**config.mk**
```make
export PLATFORM = sky130hd
export DESIGN_NAME = sine_pwm_dac
export DESIGN_NICKNAME = d
export VERILOG_FILES = /design/src/rtl/sine_pkg.sv /design/src/rtl/pwm_tick_gen.sv /design/src/rtl/sine_pwm_dac.sv
export SDC_FILE = /design/constraint.sdc
export NUM_CORES = 1
export LEC_CHECK = 0
export CAP_MARGIN = 15
export CORE_MARGIN = 2
export CORE_UTILIZATION = 39
export DETAILED_ROUTE_END_ITERATION = 7
export PLACE_DENSITY = 0.65
export RECOVER_POWER = 25
export SYNTH_ARGS = -nofsm -noshare
export SYNTH_HDL_FRONTEND = slang
export SYNTH_SLANG_ARGS = --single-unit
export TNS_END_PERCENT = 20
```
**constraint.sdc**
```tcl
create_clock -name clk -period 3.6 [get_ports clk]
set_input_delay 0.72 -clock clk [delete_from_list [all_inputs] [get_ports clk]]
set_output_delay 0.72 -clock clk [all_outputs]
set_load 0.02 [all_outputs]
```
**src/rtl/sine_pkg.sv**
```systemverilog
// Constants shared by the sine sample path (sine_lut, sine_pwm_dac).
package sine_pkg;
  localparam int SAMPLE_W   = 8;
  localparam int POS_W      = 4;
  localparam int PWM_PERIOD = 2 ** SAMPLE_W;

  typedef logic [SAMPLE_W-1:0] sample_t;
endpackage

```
**src/rtl/pwm_tick_gen.sv**
```systemverilog
// Prescaler: one tick every PRESCALE enabled cycles; held at phase 0 while disabled.
module pwm_tick_gen #(
  parameter int PRESCALE = 1
) (
  input  logic clk,
  input  logic rst,
  input  logic en_i,
  output logic tick_o
);
  localparam int PW = (PRESCALE > 1) ? $clog2(PRESCALE) : 1;
  localparam logic [PW-1:0] PRESC_LAST = PW'(PRESCALE - 1);

  logic [PW-1:0] presc_q;
  logic [PW-1:0] presc_d;

  assign tick_o = en_i && (presc_q == PRESC_LAST);

  always_comb begin
    presc_d = presc_q;
    if (!en_i || tick_o) begin
      presc_d = '0;
    end else begin
      presc_d = presc_q + PW'(1);
    end
  end

  always_ff @(posedge clk or posedge rst) begin
    if (rst) begin
      presc_q <= '0;
    end else begin
      presc_q <= presc_d;
    end
  end
endmodule

```
**src/rtl/sine_pwm_dac.sv**
```systemverilog
// Sample-to-PWM converter: one-entry pending buffer feeding a duty register
// that is reloaded only at PWM period boundaries.
module sine_pwm_dac #(
  parameter int SAMPLE_W = sine_pkg::SAMPLE_W,
  parameter int PRESCALE = 1
) (
  input  logic                clk,
  input  logic                rst,
  input  logic                en,
  input  logic [SAMPLE_W-1:0] sample_in,
  input  logic                sample_valid,
  output logic                sample_ready,
  input  logic                clear_underrun,
  output logic                pwm_out,
  output logic                period_start,
  output logic                underrun
);
  localparam logic [SAMPLE_W-1:0] CNT_LAST = '1;

  logic                tick;
  logic                boundary;
  logic                accept;

  logic [SAMPLE_W-1:0] cnt_q, cnt_d;
  logic [SAMPLE_W-1:0] duty_q, duty_d;
  logic [SAMPLE_W-1:0] pending_q, pending_d;
  logic                pending_full_q, pending_full_d;
  logic                underrun_q, underrun_d;
  logic                pwm_q, pwm_d;
  logic                period_start_q, period_start_d;

  pwm_tick_gen #(
    .PRESCALE(PRESCALE)
  ) u_tick_gen (
    .clk    (clk),
    .rst    (rst),
    .en_i   (en),
    .tick_o (tick)
  );

  assign sample_ready = !pending_full_q;
  assign accept       = sample_valid && !pending_full_q;
  assign boundary     = tick && (cnt_q == CNT_LAST);

  always_comb begin
    cnt_d          = cnt_q;
    duty_d         = duty_q;
    pending_d      = pending_q;
    pending_full_d = pending_full_q;
    underrun_d     = underrun_q;
    pwm_d          = en && (cnt_q < duty_q);
    period_start_d = boundary;

    if (!en) begin
      cnt_d = '0;
    end else if (tick) begin
      cnt_d = cnt_q + SAMPLE_W'(1);
    end

    // An accept can only happen with the buffer empty, so it never races a load.
    if (boundary && pending_full_q) begin
      duty_d         = pending_q;
      pending_full_d = 1'b0;
    end else if (accept) begin
      pending_d      = sample_in;
      pending_full_d = 1'b1;
    end

    if (boundary && !pending_full_q) begin
      underrun_d = 1'b1;
    end else if (clear_underrun) begin
      underrun_d = 1'b0;
    end
  end

  always_ff @(posedge clk or posedge rst) begin
    if (rst) begin
      cnt_q          <= '0;
      duty_q         <= '0;
      pending_q      <= '0;
      pending_full_q <= 1'b0;
      underrun_q     <= 1'b0;
      pwm_q          <= 1'b0;
      period_start_q <= 1'b0;
    end else begin
      cnt_q          <= cnt_d;
      duty_q         <= duty_d;
      pending_q      <= pending_d;
      pending_full_q <= pending_full_d;
      underrun_q     <= underrun_d;
      pwm_q          <= pwm_d;
      period_start_q <= period_start_d;
    end
  end

  assign pwm_out      = pwm_q;
  assign period_start = period_start_q;
  assign underrun     = underrun_q;
endmodule

```
# == After elaboration in Yosys (flattened, before gate mapping) ==
# Cells that the tools add are included.
# op_classes
muxes,7
addsub,2
n_eq_ne,2
n_mul,0
shifts,0
magnitude_cmp,1
n_reduce_logical,12
n_div,0
n_bitwise,2
# ops
cell,n
$mux W8,2
$add A8 B1 Y8 const B,1
$eq A8 B8 Y1 const B,1
$lt A8 B8 Y1,1
$logic_and A1 B1 Y1,6
$mux W1,5
$reduce_bool A2 Y1,2
$logic_not A1 Y1,2
$ne A2 B1 Y1 const B,1
$not A1 Y1,2
$reduce_and A2 Y1,1
$add A1 B1 Y1 const B,1
$logic_or A1 B1 Y1,1
# word_totals
latchBits,0
reg_bits,29
n_memories,0
ramBits,0
rom_bits,0

# == Longest topological paths before layout ==
# depth
ltp_word,6
ltp_mapped,5
mapped_depth_nobuf,5

# == Hierarchy ==
# From an unflattened synthesis, not the netlist that was laid out.
# unflattened
hier_cells,112
hier_area_um2,1377.6
# by_module_without_submodules
mod,area_per_inst_um2,cells_per_inst,instances,seq_area_each_um2
sine_pwm_dac,1331.3,108,1,700.7
pwm_tick_gen,46.3,4,1,25.0

# == Worst setup path before layout ==
# Ideal clock, no wire load.
# synth_timing
kind,input-to-reg
startpoint,input en
endpoint,register duty_q[0]
cell_stages,3
n_path_buf,0
required_time_ns,3.475
arrival_ns,1.416
path_slack_ns,2.060
setup_time_ns,0.125
path_cell_list,and4b_1 nand4_4 mux2_2
# synth_via
elab_chain_cells,3
# synth_lines
item,line,rtl
"start, declared",sine_pwm_dac.sv:9,"input logic en,"
$logic_and A1 B1 Y1,pwm_tick_gen.sv:16,assign tick_o = en_i && (presc_q == PRESC_LAST);
$logic_and A1 B1 Y1,sine_pwm_dac.sv:43,assign boundary = tick && (cnt_q == CNT_LAST);
$logic_and A1 B1 Y1,sine_pwm_dac.sv:61,if (boundary && pending_full_q) begin
"end signal, assigned",sine_pwm_dac.sv:87,duty_q <= duty_d;
"end, declared",sine_pwm_dac.sv:25,"logic [SAMPLE_W-1:0] duty_q, duty_d;"
# Every way passes these cells.
# A chain may end at the register's enable or synchronous reset.

==> flow_summary.json <==
{
  "synthAdderAreaFrac": 0.0743,
  "cap_violations": 0,
  "seqPwrFrac": 0.611,
  "cts_buffers": 5,
  "yosysSeqAreaShare": 0.539,
  "path_max_fanout": 24,
  "via_count": 878,
  "clock-sinks": 29,
  "grt_max_degree": 30,
  "p_switching_uw": 129,
  "grt_overflow_total": 0,
  "die-area_um2": 3940,
  "final.period_utilization": 0.618,
  "synth-compound-area-share": 0.0771,
  "tns_ns": 0,
  "top_usage_layer": "met2",
  "viasPerCell": 4.93,
  "fin_skew_ns": 0.00478,
  "synthArstFlopShare": 1.00,
  "fillers": 324,
  "rsz0062_at_grt": "false",
  "power_density_nw_per_um2": 354,
  "crit_type": "primary input to asynchronous set/reset pin",
  "drc": 0,
  "synth_area_leaders": "dfrtp_1, mux2_2, ha_1",
  "grt_pass1_vias": 847,
  "yosysWarnings": 0,
  "die_h_um": 62.8,
  "hold_path.class": "flop to flop",
  "cts_max_level": 2,
  "hold_slack_ns": 0.507,
  "placed_area_um2": 1560,
  "period_needed_ns": 2.23,
  "internal_power_uw": 443,
  "cellLeakagePower_nw": 0.709,
  "slew_headroom": 0.122,
  "clock_latency_ns": 0.32,
  "synthDistinctLibCells": 33,
  "critPathArrivalTime_ns": 2.44,
  "post_cts_resized": 0,
  "final_nets": 152,
  "synthCells": 108,
  "tightest_slew_ns": 1.32,
  "core_um2": 3340,
  "first_pass_iters": 4,
  "start_util": 0.404,
  "root_buffer": "clkbuf_4",
  "wirelength_mm": 2.17,
  "grt_use_total": 0.126,
  "drt_iter0_drc": 28,
  "synth_top_family_by_area": "multiplexers",
  "path_cells": "dlygate4sd3_1 > inv_1 > clkbuf_1",
  "cpMaxStageDelayCell": "clkbuf_1",
  "gr-usage-met1": 0.158,
  "synth-xor-area-share": 0.0195,
  "holdBufCountCts": 0,
  "peakVddDrop_mv": 0.175,
  "areaGrowthSynthToFinish_pct": 19.7,
  "syn-cell-area_um2": 1350,
  "yosys.area_share.simple": 0.110,
  "drive_above_1_share": 0.182,
  "diodes": 0,
  "synth_enable_flop_cells": 0,
  "grt_pass1_wl_mm": 3.84,
  "swShare": 0.225,
  "yosys.area.top_type": "dfrtp_1",
  "fin_util": 0.483,
  "finalHoldViolCount": 0,
  "power.share.clock": 0.314,
  "wl_per_cell_um": 12.2,
  "synthFlopType": "dfrtp_1",
  "use_met3": 0.0396,
  "synth-seq-cells": 29,
  "cp.buffers_inverters": 3,
  "cp-start-kind": "primary input",
  "synthMuxAreaShare": 0.141,
  "post_cts_buffers": 0,
  "portBuffers": 16,
  "row_count": 21,
  "pin_count": 17,
  "die_w_um": 62.8,
  "finalSetupViolCount": 0,
  "syn-num-nets": 129,
  "gp_congestion": 0.676,
  "status": "finished clean",
  "power.total_uw": 572,
  "global_route.usage.met2": 0.194,
  "cpPeakStageDelay_ns": 1.00,
  "final_area_um2": 1610,
  "post-dp-hpwl_mm": 1.57,
  "synth_top_area_share": 0.539,
  "critPathTopFamily": "buffers and inverters",
  "avgSynthCellArea_um2": 12.5,
  "fmaxAchievable_mhz": 449,
  "endpoint_kind": "asynchronous set/reset pin",
  "ant_nets": 0,
  "drv_slew": 0,
  "worstPathRequired_ns": 3.82,
  "combPwrFrac": 0.075,
  "tritoncts": "yes",
  "antenna_found_initial": 0,
  "path_clk_slew_ns": 0.08,
  "clock_path_buffers": 2
}
==> path summary, 6_finish.rpt <==
kind	from	slack [ns]	cells after the start	end
worst min register to register	duty_q[7]$_DFFE_PP0P_	0.51	1	duty_q[7]$_DFFE_PP0P_
worst max-delay path	rst	1.37	3	duty_q[7]$_DFFE_PP0P_
max in group clk	pending_full_q$_DFFE_PP0P_	1.44	2	sample_ready
min in group asynchronous	rst	0.74	2	pwm_out$_DFF_PP0_
worst min-delay path	duty_q[7]$_DFFE_PP0P_	0.51	1	duty_q[7]$_DFFE_PP0P_
worst max register to register	cnt_q[3]$_DFFE_PP0P_	1.86	4	pwm_out$_DFF_PP0_
==> synthesized netlist by cell type, drive strengths merged, types with 2 or more instances <==
cell / instances
nand4: 2
xor2: 3
nor2: 4
nor2b: 2
ha: 8
inv: 11
or3: 3
o21ai: 4
dfrtp: 29
a21oi: 5
mux2: 16
==> flip-flops by register name, summed over array words and instances, names as in the netlist <==
register and cells:
cnt_q 8, duty_q 8, pending_q 8, pending_full_q 1
period_start 1, pwm_out 1, u_tick_gen.presc_q 1, underrun 1
==> logic make-up (layout without fill, tap and decap cells) <==
group,count (synthesis),count (layout)
adder cells (fa/ha/maj),8,8
multiplexers,17,17
AND/OR/NAND/NOR,21,21
AO/OA/AOI/OAI,16,16
other,1,1
XOR/XNOR,3,3
buffers and inverters,13,37
flip-flops,29,29
==> area by class of cell <==
| class | instances | area (µm²) | share of cell area |
|---|---|---|---|
| flip-flops and latches | 29 | 726 | 0.450 |
| repair buffers | 17 | 164 | 0.102 |
| well taps | 46 | 57.6 | 0.0357 |
| clock buffers | 8 | 48.8 | 0.0303 |
| inverters | 12 | 45.0 | 0.0279 |
| multi-input cells | 66 | 572 | 0.355 |
==> metrics by stage <==
step	setup WS, ns	instances
2_1_floorplan	2.06	108
3_3_place_gp	1.27	169
3_5_place_dp	1.24	169
4_1_cts	1.42	177
5_1_grt	1.05	178
6_report	1.37	178
==> routing by layer <==
| layer | part of all wire | up-vias |
|---|---|---|
| met3 | 0.048 | 6 |
| met5 | 0 | - |
| li1 | - | 427 |
| met2 | 0.48 | 16 |
| met4 | 0.019 | 0 |
| met1 | 0.45 | 429 |
==> layout by cell type, fill, tap and decap left out, types with 2 or more instances in the layout <==
cell type,instances
dfrtp_1,29
mux2_2,16
clkdlybuf4s50_1,15
inv_1,11
ha_1,8
a21oi_1,5
clkbuf_4,5
o21ai_0,4
nor2_1,4
clkbuf_1,4
or3_1,3
xor2_1,3
nor2b_1,2
==> power by group through the flow <==
stage | Combinational [mW] | Sequential (mW) | Clock, mW
2_1_floorplan | 0.0238 | 0.354 | 0
3_3_place_gp | 0.0423 | 0.355 | 0
3_5_place_dp | 0.0438 | 0.356 | 0
4_1_cts | 0.0439 | 0.350 | 0.189
5_1_grt | 0.0487 | 0.352 | 0.208
6_report | 0.0430 | 0.349 | 0.179
Note: power is estimated with default switching activity, not from simulation.
